### src/rtl/rf_arb_pkg.sv
// Shared sizing, request entry type and address helpers
// for the register-file bank arbiter.
package rf_arb_pkg;

    localparam int NUM_BANKS  = 4;
    localparam int NUM_OC     = 4;
    localparam int ROW_W      = 3;
    localparam int FIFO_DEPTH = 4;

    localparam int BANK_W = $clog2(NUM_BANKS);
    localparam int OCID_W = $clog2(NUM_OC);
    localparam int ADDR_W = ROW_W + BANK_W;
    localparam int PTR_W  = $clog2(FIFO_DEPTH);
    localparam int CNT_W  = PTR_W + 1;

    typedef logic [ADDR_W-1:0] rf_addr_t;

    typedef struct packed {
        logic [OCID_W-1:0] ocid;
        logic [ROW_W-1:0]  row;
        logic              opsel;
    } rf_req_t;

    function automatic logic [BANK_W-1:0] addr_bank(rf_addr_t a);
        return a[BANK_W-1:0];
    endfunction

    function automatic logic [ROW_W-1:0] addr_row(rf_addr_t a);
        return a[ADDR_W-1:BANK_W];
    endfunction

endpackage

### src/rtl/rf_bank_arbiter_if.sv
// Dispatch, write-back and per-bank signals of the
// register-file bank arbiter; master drives requests.
interface rf_bank_arbiter_if;
    import rf_arb_pkg::*;

    logic                        req_valid;
    logic                        req_ready;
    logic                        req_two_op;
    logic [OCID_W-1:0]           req_ocid;
    rf_addr_t                    req_reg_a;
    rf_addr_t                    req_reg_b;
    logic                        wb_valid;
    rf_addr_t                    wb_addr;
    logic [NUM_BANKS-1:0]        bank_wr_en;
    logic [NUM_BANKS-1:0]        bank_rd_en;
    logic [NUM_BANKS*ROW_W-1:0]  bank_row;
    logic [NUM_BANKS-1:0]        bk_vld;
    logic [NUM_BANKS*OCID_W-1:0] bk_ocid;
    logic [NUM_BANKS-1:0]        bk_opsel;
    logic [NUM_BANKS-1:0]        bk_bz;

    modport master (
        output req_valid, req_two_op, req_ocid,
        output req_reg_a, req_reg_b,
        output wb_valid, wb_addr,
        input  req_ready,
        input  bank_wr_en, bank_rd_en, bank_row,
        input  bk_vld, bk_ocid, bk_opsel, bk_bz
    );

    modport slave (
        input  req_valid, req_two_op, req_ocid,
        input  req_reg_a, req_reg_b,
        input  wb_valid, wb_addr,
        output req_ready,
        output bank_wr_en, bank_rd_en, bank_row,
        output bk_vld, bk_ocid, bk_opsel, bk_bz
    );

endinterface

### src/rtl/rf_req_fifo.sv
// Per-bank request queue: up to two pushes (a before b)
// and one pop per cycle, registered occupancy count.
module rf_req_fifo
    import rf_arb_pkg::*;
(
    input  logic             clk,
    input  logic             rst,
    input  logic             push_a,
    input  rf_req_t          data_a,
    input  logic             push_b,
    input  rf_req_t          data_b,
    input  logic             pop,
    output rf_req_t          head,
    output logic [CNT_W-1:0] count
);

    rf_req_t          mem [FIFO_DEPTH];
    logic [PTR_W-1:0] rd_ptr;
    logic [PTR_W-1:0] wr_ptr;
    rf_req_t          first;
    logic [1:0]       n_push;

    // Lone b push lands in the first free slot like an a push
    always_comb begin
        first  = push_a ? data_a : data_b;
        n_push = {1'b0, push_a} + {1'b0, push_b};
    end

    assign head = mem[rd_ptr];

    // Storage write; a takes the lower slot when both push
    always_ff @(posedge clk) begin
        if (push_a || push_b)
            mem[wr_ptr] <= first;
        if (push_a && push_b)
            mem[wr_ptr + PTR_W'(1)] <= data_b;
    end

    // Pointers wrap naturally; count tracks pushes minus pop
    always_ff @(posedge clk or negedge rst) begin
        if (!rst) begin
            rd_ptr <= '0;
            wr_ptr <= '0;
            count  <= '0;
        end else begin
            wr_ptr <= wr_ptr + PTR_W'(n_push);
            if (pop)
                rd_ptr <= rd_ptr + PTR_W'(1);
            count <= count + CNT_W'(n_push) - CNT_W'(pop);
        end
    end

endmodule

### src/rtl/rf_bank_arbiter.sv
// Operand-collector RF bank arbiter: per-bank queues, CDB write
// priority, tagged reads. Optional counter: RF_ARB_PERF_EN.
module rf_bank_arbiter
    import rf_arb_pkg::*;
(
    input  logic              clk,
    input  logic              rst,
`ifdef RF_ARB_PERF_EN
    input  logic              perf_clr,
    output logic [15:0]       perf_conflict_cnt,
`endif
    rf_bank_arbiter_if.slave  bus
);

    logic [BANK_W-1:0]    bank_a;
    logic [BANK_W-1:0]    bank_b;
    logic [BANK_W-1:0]    wb_bank;
    logic [ROW_W-1:0]     wb_row;
    rf_req_t              ent_a;
    rf_req_t              ent_b;
    logic                 ready;
    logic                 fire;
    logic [NUM_BANKS-1:0] fits;
    logic [NUM_BANKS-1:0] wb_hit;
    logic [NUM_BANKS-1:0] busy;

    assign bank_a  = addr_bank(bus.req_reg_a);
    assign bank_b  = addr_bank(bus.req_reg_b);
    assign wb_bank = addr_bank(bus.wb_addr);
    assign wb_row  = addr_row(bus.wb_addr);

    assign ent_a = '{ocid: bus.req_ocid,
                     row: addr_row(bus.req_reg_a),
                     opsel: 1'b0};
    assign ent_b = '{ocid: bus.req_ocid,
                     row: addr_row(bus.req_reg_b),
                     opsel: 1'b1};

    // Ready only looks at registered counts, never req_valid
    assign ready         = &fits;
    assign bus.req_ready = ready;
    assign fire          = bus.req_valid && ready;

    for (genvar b = 0; b < NUM_BANKS; b++) begin : g_bank
        logic [CNT_W-1:0]  cnt;
        rf_req_t           head;
        logic [1:0]        need;
        logic              hit_a;
        logic              hit_b;
        logic              pop;
        logic              vld_q;
        logic [OCID_W-1:0] ocid_q;
        logic              opsel_q;

        assign hit_a = bank_a == BANK_W'(b);
        assign hit_b = bus.req_two_op && bank_b == BANK_W'(b);
        assign need  = {1'b0, hit_a} + {1'b0, hit_b};

        assign fits[b] = CNT_W'(need) + cnt
                         <= CNT_W'(FIFO_DEPTH);

        assign wb_hit[b] = bus.wb_valid && wb_bank == BANK_W'(b);
        assign busy[b]   = cnt != '0;
        assign pop       = !wb_hit[b] && busy[b];

        rf_req_fifo u_fifo (
            .clk    (clk),
            .rst    (rst),
            .push_a (fire && hit_a),
            .data_a (ent_a),
            .push_b (fire && hit_b),
            .data_b (ent_b),
            .pop    (pop),
            .head   (head),
            .count  (cnt)
        );

        assign bus.bank_wr_en[b] = wb_hit[b];
        assign bus.bank_rd_en[b] = pop;
        assign bus.bk_bz[b]      = busy[b];

        assign bus.bank_row[b*ROW_W +: ROW_W] =
            wb_hit[b] ? wb_row :
            pop       ? head.row : '0;

        // Tag follows the read by one cycle, like the SRAM data
        always_ff @(posedge clk or negedge rst) begin
            if (!rst) begin
                vld_q   <= 1'b0;
                ocid_q  <= '0;
                opsel_q <= 1'b0;
            end else begin
                vld_q   <= pop;
                ocid_q  <= pop ? head.ocid : '0;
                opsel_q <= pop && head.opsel;
            end
        end

        assign bus.bk_vld[b]                    = vld_q;
        assign bus.bk_ocid[b*OCID_W +: OCID_W]  = ocid_q;
        assign bus.bk_opsel[b]                  = opsel_q;
    end

`ifdef RF_ARB_PERF_EN
    logic [1:0]  perf_inc;
    logic [16:0] perf_sum;

    assign perf_inc = {1'b0, |(wb_hit & busy)}
                    + {1'b0, bus.req_valid && !ready};
    assign perf_sum = {1'b0, perf_conflict_cnt} + 17'(perf_inc);

    // Blocked-read and rejected-request cycles, saturating
    always_ff @(posedge clk or negedge rst) begin
        if (!rst)
            perf_conflict_cnt <= '0;
        else if (perf_clr)
            perf_conflict_cnt <= '0;
        else
            perf_conflict_cnt <= perf_sum[16] ? 16'hFFFF
                                              : perf_sum[15:0];
    end
`endif

endmodule
### src/flat_wrapper.sv
// flat-port wrapper written by rule: the top's interface ports become plain ports
module rf_bank_arbiter_flat import rf_arb_pkg::*;
  (clk, rst, bus_req_valid, bus_req_two_op, bus_req_ocid, bus_req_reg_a, bus_req_reg_b, bus_wb_valid, bus_wb_addr, bus_req_ready, bus_bank_wr_en, bus_bank_rd_en, bus_bank_row, bus_bk_vld, bus_bk_ocid, bus_bk_opsel, bus_bk_bz);
  rf_bank_arbiter_if bus_i ();
  input  logic clk;
  input  logic rst;
  input wire logic [$bits(bus_i.req_valid)-1:0] bus_req_valid;
  input wire logic [$bits(bus_i.req_two_op)-1:0] bus_req_two_op;
  input wire logic [$bits(bus_i.req_ocid)-1:0] bus_req_ocid;
  input wire logic [$bits(bus_i.req_reg_a)-1:0] bus_req_reg_a;
  input wire logic [$bits(bus_i.req_reg_b)-1:0] bus_req_reg_b;
  input wire logic [$bits(bus_i.wb_valid)-1:0] bus_wb_valid;
  input wire logic [$bits(bus_i.wb_addr)-1:0] bus_wb_addr;
  output wire logic [$bits(bus_i.req_ready)-1:0] bus_req_ready;
  output wire logic [$bits(bus_i.bank_wr_en)-1:0] bus_bank_wr_en;
  output wire logic [$bits(bus_i.bank_rd_en)-1:0] bus_bank_rd_en;
  output wire logic [$bits(bus_i.bank_row)-1:0] bus_bank_row;
  output wire logic [$bits(bus_i.bk_vld)-1:0] bus_bk_vld;
  output wire logic [$bits(bus_i.bk_ocid)-1:0] bus_bk_ocid;
  output wire logic [$bits(bus_i.bk_opsel)-1:0] bus_bk_opsel;
  output wire logic [$bits(bus_i.bk_bz)-1:0] bus_bk_bz;
  assign bus_i.req_valid = bus_req_valid;
  assign bus_i.req_two_op = bus_req_two_op;
  assign bus_i.req_ocid = bus_req_ocid;
  assign bus_i.req_reg_a = bus_req_reg_a;
  assign bus_i.req_reg_b = bus_req_reg_b;
  assign bus_i.wb_valid = bus_wb_valid;
  assign bus_i.wb_addr = bus_wb_addr;
  assign bus_req_ready = bus_i.req_ready;
  assign bus_bank_wr_en = bus_i.bank_wr_en;
  assign bus_bank_rd_en = bus_i.bank_rd_en;
  assign bus_bank_row = bus_i.bank_row;
  assign bus_bk_vld = bus_i.bk_vld;
  assign bus_bk_ocid = bus_i.bk_ocid;
  assign bus_bk_opsel = bus_i.bk_opsel;
  assign bus_bk_bz = bus_i.bk_bz;
  rf_bank_arbiter u_core (.clk(clk), .rst(rst), .bus(bus_i));
endmodule
### config.mk
export PLATFORM = sky130hd
export DESIGN_NAME = rf_bank_arbiter_flat
export DESIGN_NICKNAME = d
export VERILOG_FILES = /design/src/rtl/rf_arb_pkg.sv /design/src/rtl/rf_bank_arbiter_if.sv /design/src/rtl/rf_req_fifo.sv /design/src/rtl/rf_bank_arbiter.sv /design/src/flat_wrapper.sv
export SDC_FILE = /design/constraint.sdc
export NUM_CORES = 1
export LEC_CHECK = 0
export ABC_CLOCK_PERIOD_IN_PS = 3400
export BUFFER_PORTS_ARGS = -buffer_cell sky130_fd_sc_hd__buf_2
export CORE_MARGIN = 5
export CORE_UTILIZATION = 45
export DETAILED_ROUTE_END_ITERATION = 6
export GPL_TIMING_DRIVEN = 0
export PLACE_DENSITY = 0.74
export SLEW_MARGIN = 25
export SYNTH_ARGS = -nofsm -noshare
export SYNTH_HDL_FRONTEND = slang
export SYNTH_SLANG_ARGS = --single-unit
### constraint.sdc
create_clock -name clk -period 3.4 [get_ports clk]
set_input_delay 0.17 -clock clk [delete_from_list [all_inputs] [get_ports clk]]
set_output_delay 0.17 -clock clk [all_outputs]
set_load 0.05 [all_outputs]
After elaboration in Yosys (flattened, before gate mapping):

Memories as Yosys holds them, arrays and structs flattened.
Index checks and enable logic that the tools add are counted.
W data, S select, Z words.

* bitwise logic cells: 0
* divide/modulo/power cells: 0
* $lt $le $gt $ge: 4
* multipliers: 0
* add/subtract/negate cells: 32
* shifts and indexed selects: 0
* equality and inequality tests: 9
* reductions and logical operators: 45
* mux-type cells: 32

Operators by type and width (number)
* $logic_and A1 B1 Y1: 29
* $mux W3: 8
* $add A1 B1 Y2: 8
* $add A2 B1 Y2 const B: 8
* $mux W1: 16
* $mux W4: 4
* $add A2 B3 Y3: 4
* $add A3 B2 Y3: 4
* $eq A2 B2 Y1 const B: 6
* $le A3 B3 Y1 const B: 4
* $reduce_bool A3 Y1: 4
* $sub A3 B1 Y3: 4
* $add A2 B2 Y2: 4
* $mux W2: 4
* $eq A2 B1 Y1 const B: 3
* $logic_not A2 Y1: 3
* $logic_not A1 Y1: 4
* $logic_or A1 B1 Y1: 4
* $reduce_and A4 Y1: 1

* bits in registers: 44
* memory bits (read-only): 0
* memories kept: 4
* RAM bits: 96
* output and inout port bits: 41
* input port bits: 22
* bits in latches: 0

Memory list
* u_core.g_bank[0].u_fifo.mem: words 4, width 6, rd ports 1, clocked after memory_dff 0, write ports 2, RTL line rf_req_fifo.sv:17 `rf_req_t mem [FIFO_DEPTH];`
* u_core.g_bank[1].u_fifo.mem: words 4, width 6, rd ports 1, clocked after memory_dff 0, write ports 2, RTL line rf_req_fifo.sv:17
* u_core.g_bank[2].u_fifo.mem: words 4, width 6, rd ports 1, clocked after memory_dff 0, write ports 2, RTL line rf_req_fifo.sv:17
* u_core.g_bank[3].u_fifo.mem: words 4, width 6, rd ports 1, clocked after memory_dff 0, write ports 2, RTL line rf_req_fifo.sv:17

Depth between registers and ports, before layout:

* depth after elaboration: 11
* mapped depth: 19
* gate-level depth less buffers: 18

Cells and area by module:

Synthesis repeated with hierarchy kept, for this count alone.

* cell total of the unflattened synthesis: 629
* area, all modules: 7856.3 um^2

By module, submodules not included
* rf_req_fifo at u_core.g_bank[1].u_fifo ...: cells an instance 130, area each 1691.6 um^2, sequential area each 895.9 um^2, times used 3
* rf_req_fifo at u_core.g_bank[0].u_fifo: cells an instance 130, area each 1689.1 um^2, sequential area each 895.9 um^2, times used 1
* rf_bank_arbiter: cells an instance 109, area each 1092.3 um^2, sequential area each 400.4 um^2, times used 1

Worst setup path after synthesis:

Ideal clock, no wire load.

* path type: flip-flop to flip-flop
* start: register u_core.g_bank[2].u_fifo.count[0]
* end: register u_core.g_bank[2].u_fifo.count[2]
* setup slack: -0.976 ns
* cell stages (with the launch flop): 18
* data arrival time: 4.296 ns
* required time: 3.320 ns
* period minus slack after synthesis: 4.376 ns
* cells stage by stage: dfrtp_1 > fa_1 > ha_1 > or2_0 > a2bb2o_4 > buf_6 > nor2_1 > and3_1 > buf_2 > buf_4 > ha_1 > inv_1 > ha_1 > inv_1 > ha_1 > fa_1 > xnor2_1 > xnor2_1

* longest elaborated chain between the ends: 8

RTL lines
* start, declared: RTL line rf_req_fifo.sv:14 `output logic [CNT_W-1:0] count`
* start signal, assigned: RTL line rf_req_fifo.sv:49 `count <= count + CNT_W'(n_push) - CNT_W'(pop);`
* $add A2 B3 Y3 *: RTL line rf_bank_arbiter.sv:59 `assign fits[b] = CNT_W'(need) + cnt`
* $le A3 B3 Y1 *: RTL line rf_bank_arbiter.sv:60 `<= CNT_W'(FIFO_DEPTH);`
* $reduce_and A4 Y1 *: RTL line rf_bank_arbiter.sv:40 `assign ready = &fits;`
* net bus_req_ready: RTL line flat_wrapper.sv:14 `output wire logic [$bits(bus_i.req_ready)-1:0] bus_req_ready;`
* $logic_and A1 B1 Y1 *: RTL line rf_bank_arbiter.sv:42 `assign fire = bus.req_valid && ready;`
* $logic_and A1 B1 Y1, on equally long branches: RTL line rf_bank_arbiter.sv:69, rf_bank_arbiter.sv:71
* $add A1 B1 Y2 *: RTL line rf_req_fifo.sv:26 `n_push = {1'b0, push_a} + {1'b0, push_b};`
* $add A3 B2 Y3 *: RTL line rf_req_fifo.sv:49
* $sub A3 B1 Y3 *: RTL line rf_req_fifo.sv:49

Mark *: on every way through the listed nets, which the timed path passes. The rest lies on a longest branch.
A chain may end at the register's enable or synchronous reset.

Worst setup path after layout:

* start: register u_core.g_bank[2].u_fifo.count[0]
* end: register u_core.g_bank[0].u_fifo.count[2]

* longest elaborated chain between the ends: 8

RTL lines (RTL line)
* $add A2 B3 Y3 *: rf_bank_arbiter.sv:59
* $le A3 B3 Y1 *: rf_bank_arbiter.sv:60
* $reduce_and A4 Y1 *: rf_bank_arbiter.sv:40
* $logic_and A1 B1 Y1 *: rf_bank_arbiter.sv:42
* $logic_and A1 B1 Y1, on equally long branches: rf_bank_arbiter.sv:69, rf_bank_arbiter.sv:71
* $add A1 B1 Y2 *: rf_req_fifo.sv:26
* $add A3 B2 Y3 *: rf_req_fifo.sv:49
* $sub A3 B1 Y3 *: rf_req_fifo.sv:49
* end signal, assigned: rf_req_fifo.sv:49
* end, declared: rf_req_fifo.sv:14

Mark *: on every way between the ends. The rest lies on a longest branch, timed or not.

==> run_results.csv <==
group,metric,value,unit
die,coreArea,16400,sq um
critical_path,max_stage_delay,0.40,ns
timing,fin_ws,-0.0861,ns
die,die_y,139,um
routing,drt-initial-drc-count,663,
synth,syn-num-nets,688,
critical_path,worst_path_max_delay_cell,"dfrtp_1",
synth,syn_area,7450,sq um
timing,timing.final.crit_share,1.03,
critical_path,path_class,"flip-flop to flip-flop",
layout,fin_nets,790,
global_route,grt_antenna_before_repair,0,
routing,ant_nets,0,
layout,nFillCells,1323,
clocking,cts_buffer_depth,2,
synth,synth-seq-area-share,0.513,
synth,yosysTopAreaCellShare,0.322,
synth,yosysWarnings,0,
routing,num_vias,5438,
global_route,grt-ovfl-total,0,
global_route,grt_pass1_wl,28.7,mm
clocking,numCtsBuffers,17,
die,die_x,139,um
die,start_util,0.454,
timing,setup_viol,3,
die,dieArea,19200,sq um
placed_design,port_buffers,59,
placed_design,dp_cells,909,
synth,syn_area_per_cell,11.8,sq um
critical_path,crit_top_cell,"ha_4",
timing,hold_viol,0,
placed_design,post-dp-hpwl,12.9,mm
timing,period_minus_slack,3.49,ns
synth,ys.flop_type,"edfxtp_1",
layout,syn2layout_area_growth,23.4,%
pwr,ir_drop,0.483,mV
synth,synth_edf_count,80,
critical_path,crit_fanout,4,
critical_path,critPathRequiredTime,3.70,ns
layout,drive_gt1_frac,0.323,
layout,multi_input_area,3700,sq um
clocking,cts_tree,"done",
clocking,clk_latency,0.43,ns
routing,vias_per_cell,5.64,
clocking,h-tree-depth,4,
layout,stdcell_area,9200,sq um
clocking,clock_sinks,140,
die,io_pins,63,
layout,regArea,3820,sq um
critical_path,critPathBufInv,3,
outcome,status,"finished with violations",
timing,fmax,0.287,GHz
layout,utilization,0.561,
routing,routed_wl,18.6,mm
clocking,clkTransAtPathRegs,0.06,ns
routing,wl_per_cell,19.2,um
timing,maxSlewHeadroom,0.354,
layout,diodes,0,
timing,worst_slew_pin_slew,0.961,ns
critical_path,crit_arrival,3.79,ns
global_route,grt_pass1_vias,5366,
critical_path,start_kind,"flip-flop",
pwr,p_leak,3.61,nW
routing,drc,0,
run,cap_violations,0,
pwr,power,7.93,mW
timing,slew_viol_final,0,
global_route,grt_max_degree,45,
critical_path,crit_chain,"fa_2, ha_4, or2_4, a2bb2o_4, nor2_4, nand2_4, nor3_4, ha_4, inv_2, ha_4, inv_4, ha_4, inv_2, fa_2, xor2_1, xnor2_1",
timing,fin_skew,0.00865,ns
die,rows,47,
placed_design,globalplace.congestion,0.878,
synth,postSynth.asyncResetShare,0.314,
critical_path,cp-end-kind,"flip-flop",
pwr,p_per_area,862,nW/um^2
layout,final_cells,965,
synth,synth.area.top_cells,"edfxtp_1 (32%), dfrtp_1 (15%), mux4_2 (7.3%), a22o_1 (5.5%), ha_1 (4.7%)",
global_route,grt_usage,0.191,
worst_hold_path,holdCritPathClass,"primary input to flip-flop",
synth,synth_seq_cells,140,
synth,ys_types,45,
synth,syn_inst,630,
clocking,cts_root_buf,"clkbuf_16",
critical_path,cpLargestDelayFamily,"adder cells",
synth,synth_top_area_cell,"edfxtp_1",
placed_design,place_area,8140,sq um
outcome,violations,"negative setup slack",
timing,rsz0062_at_grt,"yes",
routing,first_pass_iters,5,
-- cells in the mapped netlist, drive strengths merged (3+ instances only) --
| cell | n |
|---|---|
| edfxtp | 80 |
| nand2 | 46 |
| xor2 | 6 |
| nand2b | 4 |
| buf | 19 |
| and3 | 5 |
| nor3b | 6 |
| a21oi | 15 |
| a32oi | 12 |
| nor3 | 13 |
| and3b | 3 |
| xnor2 | 22 |
| or2 | 5 |
| mux4 | 24 |
| clkbuf | 29 |
| nand3b | 6 |
| fa | 8 |
| dfrtp | 44 |
| a22o | 48 |
| and2 | 49 |
| nor2b | 5 |
| ha | 28 |
| nor2 | 42 |
| inv | 34 |
| dfxtp | 16 |
| nand3 | 8 |
| or3 | 13 |
| o21ai | 23 |
| nor4 | 9 |
-- power by group --
part | leakage, nW | internal (mW) | switching [mW]
Combinational | 1.95 | 1.53 | 2.29
Sequential | 1.41 | 2.19 | 0.238
Clock | 0.259 | 0.985 | 0.695
-- layout make-up --
cell class                 instances  area share
sequential                       140       0.416
buffer                            46      0.0265
clock buffer                      24      0.0525
inverter                          34      0.0141
multi-input combinational        408       0.402
timing repair buffer              85      0.0539
clock inverter                     8     0.00490
tap                              220      0.0299
-- cell families (layout without fill, tap and decap cells) --
kind of cell    count (synthesis)  count (layout)  share of synthesized area
xor+xnor                       28              28                     0.0329
simple gates                  216             216                      0.156
buf+inv                        82             197                     0.0507
mux                            24              24                     0.0725
fa+ha+maj                      36              36                     0.0685
compound gates                104             104                      0.107
flops                         140             140                      0.513
-- final timing paths --
kind,slack [ns],cells after the start,start,end
min in group asynchronous,0.30,2,rst,u_core.g_bank[0].ocid_q[0]$_DFF_PN0_
max reg2reg,-0.09,16,u_core.g_bank[2].u_fifo.count[0]$_DFF_PN0_,u_core.g_bank[0].u_fifo.count[2]$_DFF_PN0_
min reg2reg,0.49,2,u_core.g_bank[3].u_fifo.mem[3][0]$_SDFFE_PP1P_,u_core.g_bank[3].u_fifo.mem[3][0]$_SDFFE_PP1P_
min,0.16,2,bus_req_ocid[0],u_core.g_bank[3].u_fifo.mem[2][4]$_DFFE_PP_
max,-0.09,16,u_core.g_bank[2].u_fifo.count[0]$_DFF_PN0_,u_core.g_bank[0].u_fifo.count[2]$_DFF_PN0_
max in group asynchronous,2.66,2,rst,u_core.g_bank[1].u_fifo.wr_ptr[1]$_DFF_PN0_
-- metrics by stage --
step	setup slack, ns	setup TNS (ns)	hold WS [ns]
2_1_floorplan	-0.244	-0.790	-0.126
3_3_place_gp	-0.490	-18.69	0.434
3_5_place_dp	-0.598	-28.19	0.235
4_1_cts	-0.127	-0.219	0.159
5_1_grt	-0.197	-1.52	0.167
6_report	-0.0861	-0.225	0.163
-- placed cells by master, fill, tap and decap left out, types with 5 or more instances in the layout --
cell type and count:
ha_1 11, inv_2 5, dfxtp_1 16, a22o_1 47, nand3_1 8, nor3_4 8
clkbuf_1 34, a21oi_1 15, xnor2_2 6, clkinv_2 6, and2_1 48, buf_4 38
o21ai_0 8, nor4_1 9, clkbuf_16 18, dfrtp_1 44, nand2_1 41, or3_1 12
edfxtp_1 80, ha_2 7, nor2_1 33, a32oi_1 11, nand3b_1 6, o21ai_1 8
nor2_2 5, xor2_1 5, mux4_2 24, buf_2 58, xnor2_1 16, inv_1 28
ha_4 10, fa_2 8, o21ai_2 7
-- what timing repair did --
action / CTS / global route
endpoints found under the setup margin: 103 / 105
buffers inserted: 10 / 15
gates cloned: 0 / 0
gates resized for setup: 34 / 53
hold buffers: 1 / 0
pin swaps: 18 / 21
endpoints found under the hold margin: 44 / 0
-- sequential cells by signal, indices dropped and copies added, names as in the netlist --
signal,cells
u_core.g_bank.u_fifo.mem,96
u_core.g_bank.u_fifo.wr_ptr,8
u_core.g_bank.opsel_q,4
u_core.g_bank.u_fifo.count,12
u_core.g_bank.ocid_q,8
u_core.g_bank.u_fifo.rd_ptr,8
u_core.g_bank.vld_q,4
-- routing by layer --
layer / routed length, um / vias up / global-route usage
li1: - / 2487 / -
met1: 7620 / 2704 / 0.254
met2: 9010 / 212 / 0.307
met3: 1460 / 35 / 0.0462
met4: 464 / 0 / 0.0705
met5: 0 / - / 0
Note: power is estimated with default switching activity, not from simulation.
